===== config.mk =====
export PLATFORM = sky130hd
export DESIGN_NAME = jtag_scan_sequencer
export DESIGN_NICKNAME = d
export VERILOG_FILES = /design/src/rtl/jtag_scan_sequencer.sv
export SDC_FILE = /design/constraint.sdc
export NUM_CORES = 1
export LEC_CHECK = 0
export ABC_CLOCK_PERIOD_IN_PS = 2450
export BUFFER_PORTS_ARGS = -buffer_cell sky130_fd_sc_hd__buf_2
export CAP_MARGIN = 15
export CORE_MARGIN = 4
export CORE_UTILIZATION = 56
export CTS_CLUSTER_DIAMETER = 100
export CTS_CLUSTER_SIZE = 8
export DETAILED_ROUTE_END_ITERATION = 16
export PLACE_DENSITY = 0.77
export REMOVE_ABC_BUFFERS = 1
export SLEW_MARGIN = 20
export SYNTH_ARGS = -nofsm -noshare
export SYNTH_HDL_FRONTEND = slang
export SYNTH_SLANG_ARGS = --single-unit
export TNS_END_PERCENT = 100

===== constraint.sdc =====
create_clock -name clk -period 2.45 [get_ports clk]
set_input_delay 0.49 -clock clk [delete_from_list [all_inputs] [get_ports clk]]
set_output_delay 0.49 -clock clk [all_outputs]
set_load 0.02 [all_outputs]

===== src/rtl/jtag_scan_sequencer.sv =====
// JTAG host sequencer: runs TAP reset, IR/DR scans and idle clocks on tck/tms/tdi
// and captures tdo_in into a one-cycle response.
//
// Ports:
//   clk, reset (async, active low)
//   cmd_valid/cmd_ready, cmd_op, cmd_len, cmd_data : command handshake
//   rsp_valid, rsp_data                            : response pulse and data
//   busy                                           : a sequence is running
//   tck, tms, tdi, tdo_in                          : JTAG port
//
// Optional macro JTAG_TCK_DIV_EN: each tck phase lasts HALF_PERIOD clk cycles.
// Without it every phase is one clk cycle.
module jtag_scan_sequencer #(
    parameter int IR_WIDTH    = 2,
    parameter int DR_MAX      = 8,
    parameter int LEN_W       = 4,
    parameter int HALF_PERIOD = 2
) (
    input  logic              clk,
    input  logic              reset,
    input  logic              cmd_valid,
    output logic              cmd_ready,
    input  logic [1:0]        cmd_op,
    input  logic [LEN_W-1:0]  cmd_len,
    input  logic [DR_MAX-1:0] cmd_data,
    output logic              rsp_valid,
    output logic [DR_MAX-1:0] rsp_data,
    output logic              busy,
    output logic              tck,
    output logic              tms,
    output logic              tdi,
    input  logic              tdo_in
);

    localparam int CW0   = (LEN_W > 3) ? LEN_W : 3;
    localparam int CW1   = ($clog2(DR_MAX + 1) > CW0) ? $clog2(DR_MAX + 1) : CW0;
    localparam int CNT_W = ($clog2(IR_WIDTH + 1) > CW1) ? $clog2(IR_WIDTH + 1) : CW1;

    localparam logic [CNT_W-1:0] ONE   = CNT_W'(1);
    localparam logic [CNT_W-1:0] MAX_N = CNT_W'(DR_MAX);
    localparam logic [CNT_W-1:0] IR_N  = CNT_W'(IR_WIDTH);

    localparam logic [1:0] OP_RST  = 2'b00;
    localparam logic [1:0] OP_IR   = 2'b01;
    localparam logic [1:0] OP_DR   = 2'b10;
    localparam logic [1:0] OP_IDLE = 2'b11;

    typedef enum logic [2:0] {
        IDLE, TLR, SEL, CAP, SHIFT, EXIT_UPD, RUN, RESP
    } state_t;

    state_t            state;
    logic [CNT_W-1:0]  cnt;
    logic [CNT_W-1:0]  nbits;
    logic [CNT_W-1:0]  run_n;
    logic [1:0]        op;
    logic [DR_MAX-1:0] sdata;
    logic [DR_MAX-1:0] cap;
    logic              auto_rst;
    logic              tick;

    logic [CNT_W-1:0] len_ext;
    logic [CNT_W-1:0] dr_n;
    logic [CNT_W-1:0] sel_last;

    assign len_ext  = CNT_W'(cmd_len);
    // DR goes straight from Select-DR to Capture; IR needs one more Select.
    assign sel_last = (op == OP_IR) ? ONE : '0;

    always_comb begin
        dr_n = len_ext;
        if (len_ext == '0) begin
            dr_n = ONE;
        end else if (len_ext > MAX_N) begin
            dr_n = MAX_N;
        end
    end

`ifdef JTAG_TCK_DIV_EN
    localparam int DIV_W = (HALF_PERIOD > 1) ? $clog2(HALF_PERIOD) : 1;
    localparam logic [DIV_W-1:0] DIV_LAST = DIV_W'(HALF_PERIOD - 1);

    logic [DIV_W-1:0] div_cnt;

    // Held at reload while waiting so every sequence starts a full phase.
    always_ff @(posedge clk or negedge reset) begin
        if (!reset) begin
            div_cnt <= DIV_LAST;
        end else if (state == IDLE || state == RESP || div_cnt == '0) begin
            div_cnt <= DIV_LAST;
        end else begin
            div_cnt <= div_cnt - DIV_W'(1);
        end
    end

    assign tick = (div_cnt == '0);
`else
    logic unused_hp;
    assign unused_hp = (HALF_PERIOD > 0);
    assign tick      = 1'b1;
`endif

    // A tick with tck low raises tck (and samples tdo); a tick with tck high
    // drops tck and sets tms/tdi for the next period or finishes.
    always_ff @(posedge clk or negedge reset) begin
        if (!reset) begin
            state     <= TLR;
            cnt       <= '0;
            nbits     <= ONE;
            run_n     <= ONE;
            op        <= OP_RST;
            sdata     <= '0;
            cap       <= '0;
            auto_rst  <= 1'b1;
            tck       <= 1'b0;
            tms       <= 1'b1;
            tdi       <= 1'b0;
            rsp_valid <= 1'b0;
            rsp_data  <= '0;
            cmd_ready <= 1'b0;
            busy      <= 1'b1;
        end else begin
            rsp_valid <= 1'b0;
            unique case (state)
                IDLE: begin
                    if (cmd_valid && cmd_ready) begin
                        op        <= cmd_op;
                        cmd_ready <= 1'b0;
                        busy      <= 1'b1;
                        cap       <= '0;
                        sdata     <= cmd_data;
                        cnt       <= '0;
                        tdi       <= 1'b0;
                        run_n     <= ONE;
                        unique case (cmd_op)
                            OP_RST: begin
                                state <= TLR;
                                tms   <= 1'b1;
                            end
                            OP_IR: begin
                                state <= SEL;
                                tms   <= 1'b1;
                                nbits <= IR_N;
                            end
                            OP_DR: begin
                                state <= SEL;
                                tms   <= 1'b1;
                                nbits <= dr_n;
                            end
                            OP_IDLE: begin
                                if (len_ext == '0) begin
                                    state     <= RESP;
                                    rsp_valid <= 1'b1;
                                    rsp_data  <= '0;
                                end else begin
                                    state <= RUN;
                                    tms   <= 1'b0;
                                    run_n <= len_ext;
                                end
                            end
                        endcase
                    end
                end
                RESP: begin
                    state     <= IDLE;
                    cmd_ready <= 1'b1;
                    busy      <= 1'b0;
                end
                default: begin
                    if (tick && !tck) begin
                        tck <= 1'b1;
                        if (state == SHIFT) begin
                            for (int i = 0; i < DR_MAX; i++) begin
                                if (cnt == CNT_W'(i)) begin
                                    cap[i] <= tdo_in;
                                end
                            end
                        end
                    end else if (tick) begin
                        tck <= 1'b0;
                        case (state)
                            TLR: begin
                                if (cnt == CNT_W'(4)) begin
                                    state <= RUN;
                                    cnt   <= '0;
                                    tms   <= 1'b0;
                                end else begin
                                    cnt <= cnt + ONE;
                                    tms <= 1'b1;
                                end
                            end
                            SEL: begin
                                if (cnt == sel_last) begin
                                    state <= CAP;
                                    cnt   <= '0;
                                    tms   <= 1'b0;
                                end else begin
                                    cnt <= cnt + ONE;
                                    tms <= 1'b1;
                                end
                            end
                            CAP: begin
                                if (cnt == ONE) begin
                                    state <= SHIFT;
                                    cnt   <= '0;
                                    tms   <= (nbits == ONE);
                                    tdi   <= sdata[0];
                                    sdata <= sdata >> 1;
                                end else begin
                                    cnt <= cnt + ONE;
                                    tms <= 1'b0;
                                end
                            end
                            SHIFT: begin
                                if (cnt == nbits - ONE) begin
                                    state <= EXIT_UPD;
                                    cnt   <= '0;
                                    tms   <= 1'b1;
                                    tdi   <= 1'b0;
                                end else begin
                                    cnt   <= cnt + ONE;
                                    tms   <= ((cnt + ONE) == (nbits - ONE));
                                    tdi   <= sdata[0];
                                    sdata <= sdata >> 1;
                                end
                            end
                            EXIT_UPD: begin
                                state <= RUN;
                                cnt   <= '0;
                                tms   <= 1'b0;
                            end
                            RUN: begin
                                if (cnt == run_n - ONE) begin
                                    cnt <= '0;
                                    if (auto_rst) begin
                                        state     <= IDLE;
                                        auto_rst  <= 1'b0;
                                        cmd_ready <= 1'b1;
                                        busy      <= 1'b0;
                                    end else begin
                                        state     <= RESP;
                                        rsp_valid <= 1'b1;
                                        rsp_data  <= cap;
                                    end
                                end else begin
                                    cnt <= cnt + ONE;
                                end
                            end
                            default: ;
                        endcase
                    end
                end
            endcase
        end
    end

endmodule


==> results of run 1 <==
==> cells in the final DEF (no fill, tap or decap), drive strengths merged, types with 3 or more instances in the layout <==
cell type,n
a21boi,4
a21oi,11
a31oi,3
buf,44
clkbuf,6
dfrtp,42
dfstp,6
ha,10
inv,25
mux2i,15
nand2,52
nand2b,4
nand3,8
nand3b,4
nand4,5
nor2,14
nor2b,5
nor3,8
nor4,3
o211ai,4
o21ai,36
o22ai,3
o311ai,3
xnor2,12
xor2,3
==> cell families (layout without fill, tap and decap cells) <==
logic type      after synthesis  in the layout  synth area share
fa+ha+maj                    10             10            0.0424
buf+inv                      42             77            0.0781
mux                          17             17            0.0586
simple gates                110            110             0.182
compound gates               81             81             0.176
xor+xnor                     16             16            0.0526
flops                        48             48             0.410
==> power by group <==
group	leakage [nW]	switching (mW)	total [mW]	internal (mW)
sequential	0.610	0.232	1.32	1.09
clock	0.0614	0.275	0.609	0.334
combinational	0.785	1.26	2.15	0.898
total	1.46	1.76	4.09	2.32
==> through the flow <==
step | instances | total power, mW | utilization | worst slack, ns
2_1_floorplan | 307 | 2.81 | - | -0.709
3_3_place_gp | 421 | 3.34 | 0.617 | 0.159
3_5_place_dp | 421 | 3.40 | 0.617 | 0.0585
4_1_cts | 429 | 4.03 | 0.641 | 0.0374
5_1_grt | 429 | 4.44 | 0.647 | 0.0158
6_report | 429 | 4.09 | 0.647 | 0.152
==> flip-flops by register name, indices dropped and copies added, names as in the netlist <==
name / flops
op: 2
cap: 8
rsp_data: 8
tms: 1
cnt: 4
run_n: 4
state: 3
rsp_valid: 1
cmd_ready: 1
tdi: 1
auto_rst: 1
tck: 1
nbits: 4
sdata: 8
busy: 1
==> per-layer routing <==
| layer | up-vias | routed length [µm] | global-route usage |
|---|---|---|---|
| li1 | 1196 | - | - |
| met1 | 1115 | 2750 | 0.290 |
| met2 | 56 | 3180 | 0.372 |
| met3 | 10 | 262 | 0.0370 |
| met4 | 0 | 104 | 0.0676 |
| met5 | - | 0 | 0 |
==> worst max-delay path, delay by kind of cell (launching register included) <==
kind | cells | cell delay (ns)
flops | 1 | 0.57
xor+xnor | 1 | 0.37
fa+ha+maj | 1 | 0.19
compound gates | 1 | 0.20
simple gates | 3 | 0.44
buf+inv | 2 | 0.24
mux | 1 | 0.22
==> worst max path at each step <==
stage / to
after floorplan: rsp_data[4]
after global placement: rsp_data[1]
after detailed placement: rsp_data[2]
after CTS: rsp_data[2]
after global routing: state[1]
final: rsp_data[2]
==> timing repair <==
action                                  4_1_cts  5_1_grt
resized for setup                             0        8
hold endpoints to repair                      0        0
endpoints found under the setup margin        0       14
==> layout make-up <==
class                      count  area, µm²
clock buffer                   6       82.6
clock inverter                 2       38.8
fill                         444       1800
inverter                      25       93.8
multi-input combinational    234       1540
sequential                    48       1210
tap                           70       87.6
timing repair buffer          44        256
==> results_dict.tcl, run 1 <==
set metrics [dict create \
    path_max_fanout 8 \
    syn_area_per_cell_um2 9.10 \
    ys_seq_elements 48 \
    hold_buffers 0 \
    ys.flop_type "dfrtp_1" \
    status "completed" \
    rsz0062_at_grt "no" \
    setup_violations 0 \
    r2r-end "rsp_data[2]" \
    clockBufferDepth 2 \
    cp-start-kind "flip-flop" \
    port_buffers 31 \
    start_util 0.577 \
    dieArea_um2 6490 \
    yosys.area.top_type "dfrtp_1" \
    cts_inserted_buffers 5 \
    clock_sinks 48 \
    std_cell_rows 26 \
    route.detailed.drc 0 \
    required_ns 2.68 \
    grt_max_degree 27 \
    core_area_um2 5110 \
    ir_drop_v 0.000661 \
    grt_pass1_vias 2369 \
    cts_setup_buffers 0 \
    drtAntennaViolNets 0 \
    startpoint "run_n[0]" \
    wirelength_um 6290 \
    place_congestion 0.881 \
    hold_viol 0 \
    slowest_delay_ns 0.57 \
    wl_per_cell_um 14.7 \
    h-tree-depth 2 \
    yosysUniqueCellTypes 53 \
    max_freq_ghz 0.435 \
    num_antenna_cells 0 \
    fin_hold_ws_ns 0.00726 \
    slew_viol_final 0 \
    finClkSkew_ns 0.00421 \
    worst_pin_slew_ns 0.674 \
    die_h_um 80.6 \
    worst_skew_pair.late_latency_ns 0.31 \
    syn_to_final_growth_pct 12.1 \
    syn_area_um2 2950 \
    die_w_um 80.6 \
    grt_overflow_total 0 \
    cts_tree "yes" \
    synth_top_area_share 0.357 \
    rrSetupSlack_ns 0.15 \
    period_share 0.938 \
    design_area_um2 3300 \
    grt_antenna_before_repair 0 \
    path_cells "inv_1, ha_1, xor3_1, nor3_2, and2_4, nand3_1, o22ai_2, buf_6, mux2i_2" \
    path_class "flip-flop to flip-flop" \
    cap_violations 0 \
    dp_hpwl_um 4800 \
    power_density_nw_per_um2 1240 \
    r2r_start "run_n[0]" \
    cp_slowest_cell "dfstp_2" \
    slew_headroom 0.543 \
    end_kind "flip-flop" \
    drive_above_1_share 0.201 \
    setup_tns_ns 0 \
    placed_area_um2 3150 \
    grtUsageTotal 0.221 \
    io_pins 32 \
    ys_top_cells_by_area "dfrtp_1 (36%), nand2_1 (6.6%), o21ai_0 (5.4%)" \
    synthCells 324 \
    cp.arrival_ns 2.53 \
    hp-class "input port to async pin" \
    p_leak_nw 1.46 \
    vias 2377 \
    drt_iter0_markers 183 \
    viasPerCell 5.54 \
    yosys-top-cells-count "nand2_1 (52), dfrtp_1 (42), o21ai_0 (32)" \
    yosysMostFrequentCell "nand2_1" \
    clkSlewWorstSetupHoldPaths_ns 0.09 \
    ys_seq_area_frac 0.410 \
    ys_warn_count 0 \
    period_needed_ns 2.30 \
    root_buffer "clkbuf_8" \
    synth_edf_count 0 \
    r2r_cells 9 \
    drt_pass1_iterations 4 \
    grt_pass1_wl_um 11200 \
    async_flop_share 1.00 \
    fin_nets 386 \
]
No activity file was read; power rests on OpenSTA's default activity.
==> run 2: changes to the inputs <==
Settings changed: ABC_CLOCK_PERIOD_IN_PS 2450 to 1800, CORE_UTILIZATION 56 to 53, PLACE_DENSITY 0.77 to 0.76.
Clock period 2.45 ns to 1.8 ns, I/O delays scaled along.
==> run 2 against run 1 <==
The run now ends with negative setup slack left. Via count grew 19%. Sequential share of layout area is 6.3 points lower. Global-route usage rose by 1.8 points. Total power increased by 79%. Critical path depth is the same. Non-clock buffer count grew 56. First-iteration DRC count is 40% higher. Register-to-register slack worse by 0.55 ns. Core utilization rose by 12 points. Largest cell class unchanged.
==> results_dict.tcl, run 2 (synthesis gave the netlist of run 1 again) <==
set metrics [dict create \
    violations "negative setup slack" \
    dp_hpwl_um 5470 \
    post-route-util 0.762 \
    start_util 0.563 \
    viasPerCell 5.83 \
    slew_viol_final 0 \
    multi_input_comb_area_um2 1770 \
    cp.arrival_ns 2.44 \
    setup_violations 28 \
    port_buffers 31 \
    clock_sinks 48 \
    cts_inserted_buffers 5 \
    max_freq_ghz 0.455 \
    ir_drop_v 0.00105 \
    worst_skew_pair.late_latency_ns 0.31 \
    clockBufferDepth 2 \
    layout_common_cells "buf_4 (60), nand2_1 (50), dfrtp_1 (41), buf_2 (31), o21ai_0 (28)" \
    crit_family "simple AND/OR/NAND/NOR gates" \
    hp-class "input port to flip-flop" \
    h-tree-depth 2 \
    drive_above_1_share 0.387 \
    grt_pass1_vias 2693 \
    grt_antenna_before_repair 0 \
    route.detailed.drc 0 \
    drtAntennaViolNets 0 \
    final-seq-area_um2 1210 \
    drt_iter0_markers 257 \
    crit_buf_inv 2 \
    cp-start-kind "flip-flop" \
    path_class "flip-flop to flip-flop" \
    io_pins 32 \
    hold_viol 0 \
    required_ns 2.04 \
    cp_slowest_cell "dfstp_2" \
    period_share 1.22 \
    grtUsageTotal 0.239 \
    power_density_nw_per_um2 1830 \
    cap_violations 0 \
    place_congestion 0.937 \
    die_w_um 82.6 \
    syn_to_final_growth_pct 35.4 \
    finClkSkew_ns 0.00912 \
    status "complete, but fails checks" \
    slew_headroom 0.601 \
    std_cell_rows 26 \
    wl_per_cell_um 17.1 \
    slowest_delay_ns 0.55 \
    num_antenna_cells 0 \
    rsz0062_at_grt "yes" \
    end_kind "flip-flop" \
    worst_pin_slew_ns 0.593 \
    wirelength_um 8310 \
    period_needed_ns 2.20 \
    cts_tree "yes" \
    final_common_cell "buf_4" \
    clkSlewWorstSetupHoldPaths_ns 0.09 \
    pre_cts_ws_ns -0.562 \
    path_max_fanout 3 \
    grt_overflow_total 0 \
    fillers 351 \
    dieArea_um2 6820 \
    grt_max_degree 32 \
    drt_pass1_iterations 5 \
    root_buffer "clkbuf_8" \
    core_area_um2 5240 \
    fin_nets 443 \
    die_h_um 82.6 \
    vias 2835 \
    layout_setup_ws_ns -0.399 \
    path_cells "inv_2, ha_4, xnor2_2, nor3_2, and2_4, buf_4, nand2b_4, and3_4, mux2_4" \
    top_regs "cap (8), rsp_data (8), sdata (8)" \
    grt_pass1_wl_um 12600 \
    p_leak_nw 1.81 \
]
==> run 2: cell types whose count changed in the layout (fill, tap and decap cells not counted), moves of 3 or more <==
cell     change
buf_6        +5
o21ai_0      -4
o21ai_1      +4
ha_1         -3
buf_4       +48
xnor2_2      +3
inv_1        -3
xnor2_1      -3
inv_2        +3
==> run 2: tightest hold or removal path, cell delays in order <==
cell and delay, ns:
buf_2 0.09, nand2_1 0.06, o21ai_2 0.05
==> run 2: worst paths after layout <==
path                        startpoint  endpoint  slack (ns)  depth (start not counted)
max                           run_n[0]  state[0]       -0.40                          9
min reg2reg                       busy      busy        0.49                          2
min                        cmd_data[7]  sdata[7]        0.28                          3
min in group asynchronous        reset    cnt[3]        0.52                          2
max in group asynchronous        reset  state[0]        0.69                          3
max reg2reg                   run_n[0]  state[0]       -0.40                          9
==> run 2: per-stage QoR <==
| stage | instance area, µm² | power [mW] | cells | hold slack [ns] | TNS [ns] |
|---|---|---|---|---|---|
| 2_1_floorplan | 2810 | 3.82 | 307 | 0.0644 | -27.72 |
| 3_3_place_gp | 3500 | 5.22 | 466 | 0.328 | -8.21 |
| 3_5_place_dp | 3500 | 5.34 | 466 | 0.329 | -9.94 |
| 4_1_cts | 3820 | 6.65 | 482 | 0.277 | -5.95 |
| 5_1_grt | 3990 | 7.74 | 486 | 0.290 | -9.59 |
| 6_report | 3990 | 7.30 | 486 | 0.282 | -7.41 |
==> run 2: timing repair <==
action                     4_1_cts  5_1_grt
pin swaps                       11       11
gates cloned                     1        0
hold buffers                     1        0
setup buffers                    6        4
hold endpoints to repair        11        0
resized for setup               30       31
setup endpoints to repair       29       31
==> run 2: final cells by class <==
cell class,count,area share
clock buffers,5,0.0172
inverters,25,0.0235
multi-input cells,235,0.443
well taps,70,0.0219
repair buffers,100,0.180
flip-flops and latches,48,0.303
clock inverters,3,0.0116
==> run 2: power by group <==
group / leakage, nW / switching, mW / internal [mW]
registers: 0.609 / 0.310 / 1.48
clock network: 0.0548 / 0.393 / 0.419
logic: 1.15 / 2.44 / 2.25
total: 1.81 / 3.14 / 4.16
==> run 2: per-layer routing <==
| layer | share of wire | up-vias | GRT usage |
|---|---|---|---|
| met2 | 0.50 | 138 | 0.426 |
| met4 | 0.031 | 0 | 0.0866 |
| met5 | 0 | - | 0 |
| met1 | 0.39 | 1352 | 0.287 |
| li1 | - | 1314 | - |
| met3 | 0.073 | 31 | 0.0434 |
==> run 3: changes to the inputs <==
Settings changed: CORE_UTILIZATION 53 to 30, PLACE_DENSITY 0.76 to unset.
==> run 3 against run 2 <==
The run ends with negative hold slack, negative setup slack left. Sequential power is essentially flat. Non-clock buffer count fell by 2. Core utilization down 34 points. Wire length down 7.2%. Hold slack worse by 0.29 ns. Total power fell by 8.0%. Maximum frequency is 4.5% higher. Setup slack better by 0.095 ns. Sequential share of layout area up 0.22 points. Critical path depth rose by 1. Clock skew decreased by 0.0064 ns. Cell count up 12%.
==> results_dict.tcl, run 3 (synthesis gave the netlist of run 1 again) <==
set metrics [dict create \
    dp_hpwl_um 5950 \
    setup_violations 28 \
    grtUsageTotal 0.140 \
    port_buffers 31 \
    slew_viol_final 0 \
    drt_iter0_markers 179 \
    cp.arrival_ns 2.28 \
    post-route-util 0.421 \
    io_pins 32 \
    clock_sinks 48 \
    layout_common_cells "buf_4 (62), nand2_1 (48), dfrtp_1 (41), buf_2 (31)" \
    num_antenna_cells 0 \
    viasPerCell 4.92 \
    slowest_delay_ns 0.54 \
    wl_per_cell_um 14.2 \
    period_needed_ns 2.10 \
    crit_buf_inv 3 \
    cap_violations 0 \
    finClkSkew_ns 0.00268 \
    violations "negative hold slack, negative setup slack" \
    fin_cells 543 \
    finalPower_mw 6.71 \
    h-tree-depth 2 \
    required_ns 1.98 \
    drtAntennaViolNets 0 \
    worst_skew_pair.late_latency_ns 0.31 \
    final-seq-area_um2 1210 \
    place_congestion 0.867 \
    hp-class "input port to async pin" \
    root_buffer "clkbuf_8" \
    r2r_cells 10 \
    drive_above_1_share 0.365 \
    start_util 0.313 \
    cts_inserted_buffers 5 \
    route.detailed.drc 0 \
    die_h_um 107 \
    status "complete, but fails checks" \
    clkSlewWorstSetupHoldPaths_ns 0.09 \
    drt_pass1_iterations 4 \
    std_cell_rows 35 \
    syn_to_final_growth_pct 34.4 \
    grt_max_degree 22 \
    vias 2673 \
    cts_tree "yes" \
    power_density_nw_per_um2 1690 \
    crit_cells 10 \
    cp_slowest_cell "dfstp_2" \
    grt_overflow_total 0 \
    wirelength_um 7710 \
    path_class "flip-flop to flip-flop" \
    die_w_um 107 \
    layout_setup_ws_ns -0.305 \
    path_max_fanout 4 \
    top_regs "cap (8), rsp_data (8), sdata (8)" \
    clockBufferDepth 2 \
    slew_headroom 0.692 \
    rsz0062_at_grt "yes" \
    dieArea_um2 11500 \
    cp-start-kind "flip-flop" \
    place_inst 533 \
    worst_pin_slew_ns 0.463 \
    final_common_cell "buf_4" \
    cp_common_cell "buf_4" \
    grt_pass1_vias 2711 \
    max_freq_ghz 0.475 \
    multi_input_comb_area_um2 1730 \
    crit_family "compound AO/OA/AOI/OAI gates" \
    rrSetupSlack_ns -0.30 \
    ir_drop_v 0.000716 \
    core_area_um2 9420 \
    fin_nets 441 \
    hold_viol 17 \
    end_kind "flip-flop" \
    path_cells "inv_2, ha_4, xor2_1, nand2b_1, o21bai_2, buf_4, o311ai_4, o31ai_1, buf_4, o211ai_1" \
    fillers 943 \
    period_share 1.17 \
    grt_pass1_wl_um 12900 \
    grt_antenna_before_repair 0 \
    fin_hold_ws_ns -0.00663 \
    p_leak_nw 1.78 \
]
==> run 3: per-layer routing <==
| metal | GRT usage | part of all wire | up-vias |
|---|---|---|---|
| met5 | 0 | 0 | - |
| met4 | 0.0402 | 0.020 | 0 |
| met3 | 0.0343 | 0.048 | 17 |
| met2 | 0.228 | 0.48 | 67 |
| met1 | 0.184 | 0.45 | 1281 |
| li1 | - | - | 1308 |
==> run 3: power breakdown <==
part / internal, mW / switching (mW)
Combinational: 2.11 / 2.19
Clock: 0.274 / 0.367
Sequential: 1.48 / 0.287
Total: 3.87 / 2.85
==> run 3: per-stage QoR <==
stage,worst slack [ns],area (µm²),hold slack (ns),TNS [ns]
5_1_grt,-0.422,3960,0.0175,-8.35
4_1_cts,-0.312,3900,0.00629,-4.89
3_5_place_dp,-0.580,3640,0.342,-10.39
6_report,-0.305,3960,-0.00663,-5.39
2_1_floorplan,-1.36,2810,0.0644,-27.72
3_3_place_gp,-0.497,3640,0.342,-8.83
==> run 3: path summary, 6_finish.rpt <==
check / from / to
worst max-delay path: nbits[0] / cnt[3]
worst min-delay path: reset / rsp_data[2]
worst max register to register: nbits[0] / cnt[3]
worst min register to register: busy / busy
max in group asynchronous: reset / busy
min in group clk: cmd_data[7] / sdata[7]
==> run 3: timing repair <==
item / CTS / global route
setup buffers: 1 / 1
endpoints found under the setup margin: 28 / 29
resized for setup: 39 / 16
hold buffers: 0 / 0
pin swaps: 24 / 8
cloned: 1 / 0
==> run 3: final cells by class <==
type / instances / share of cell area
multi-input combinational: 235 / 0.437
sequential: 48 / 0.305
timing repair buffer: 98 / 0.173
tap: 129 / 0.0407
inverter: 25 / 0.0237
clock buffer: 7 / 0.0193
clock inverter: 1 / 0.00126
==> run 3: worst register-to-register path, cell delays in order (launching register included) <==
cell	delay [ns]
dfstp_2	0.54
inv_2	0.04
ha_4	0.26
xor2_1	0.13
nand2b_1	0.12
o21bai_2	0.16
buf_4	0.14
o311ai_4	0.10
o31ai_1	0.23
buf_4	0.17
o211ai_1	0.09
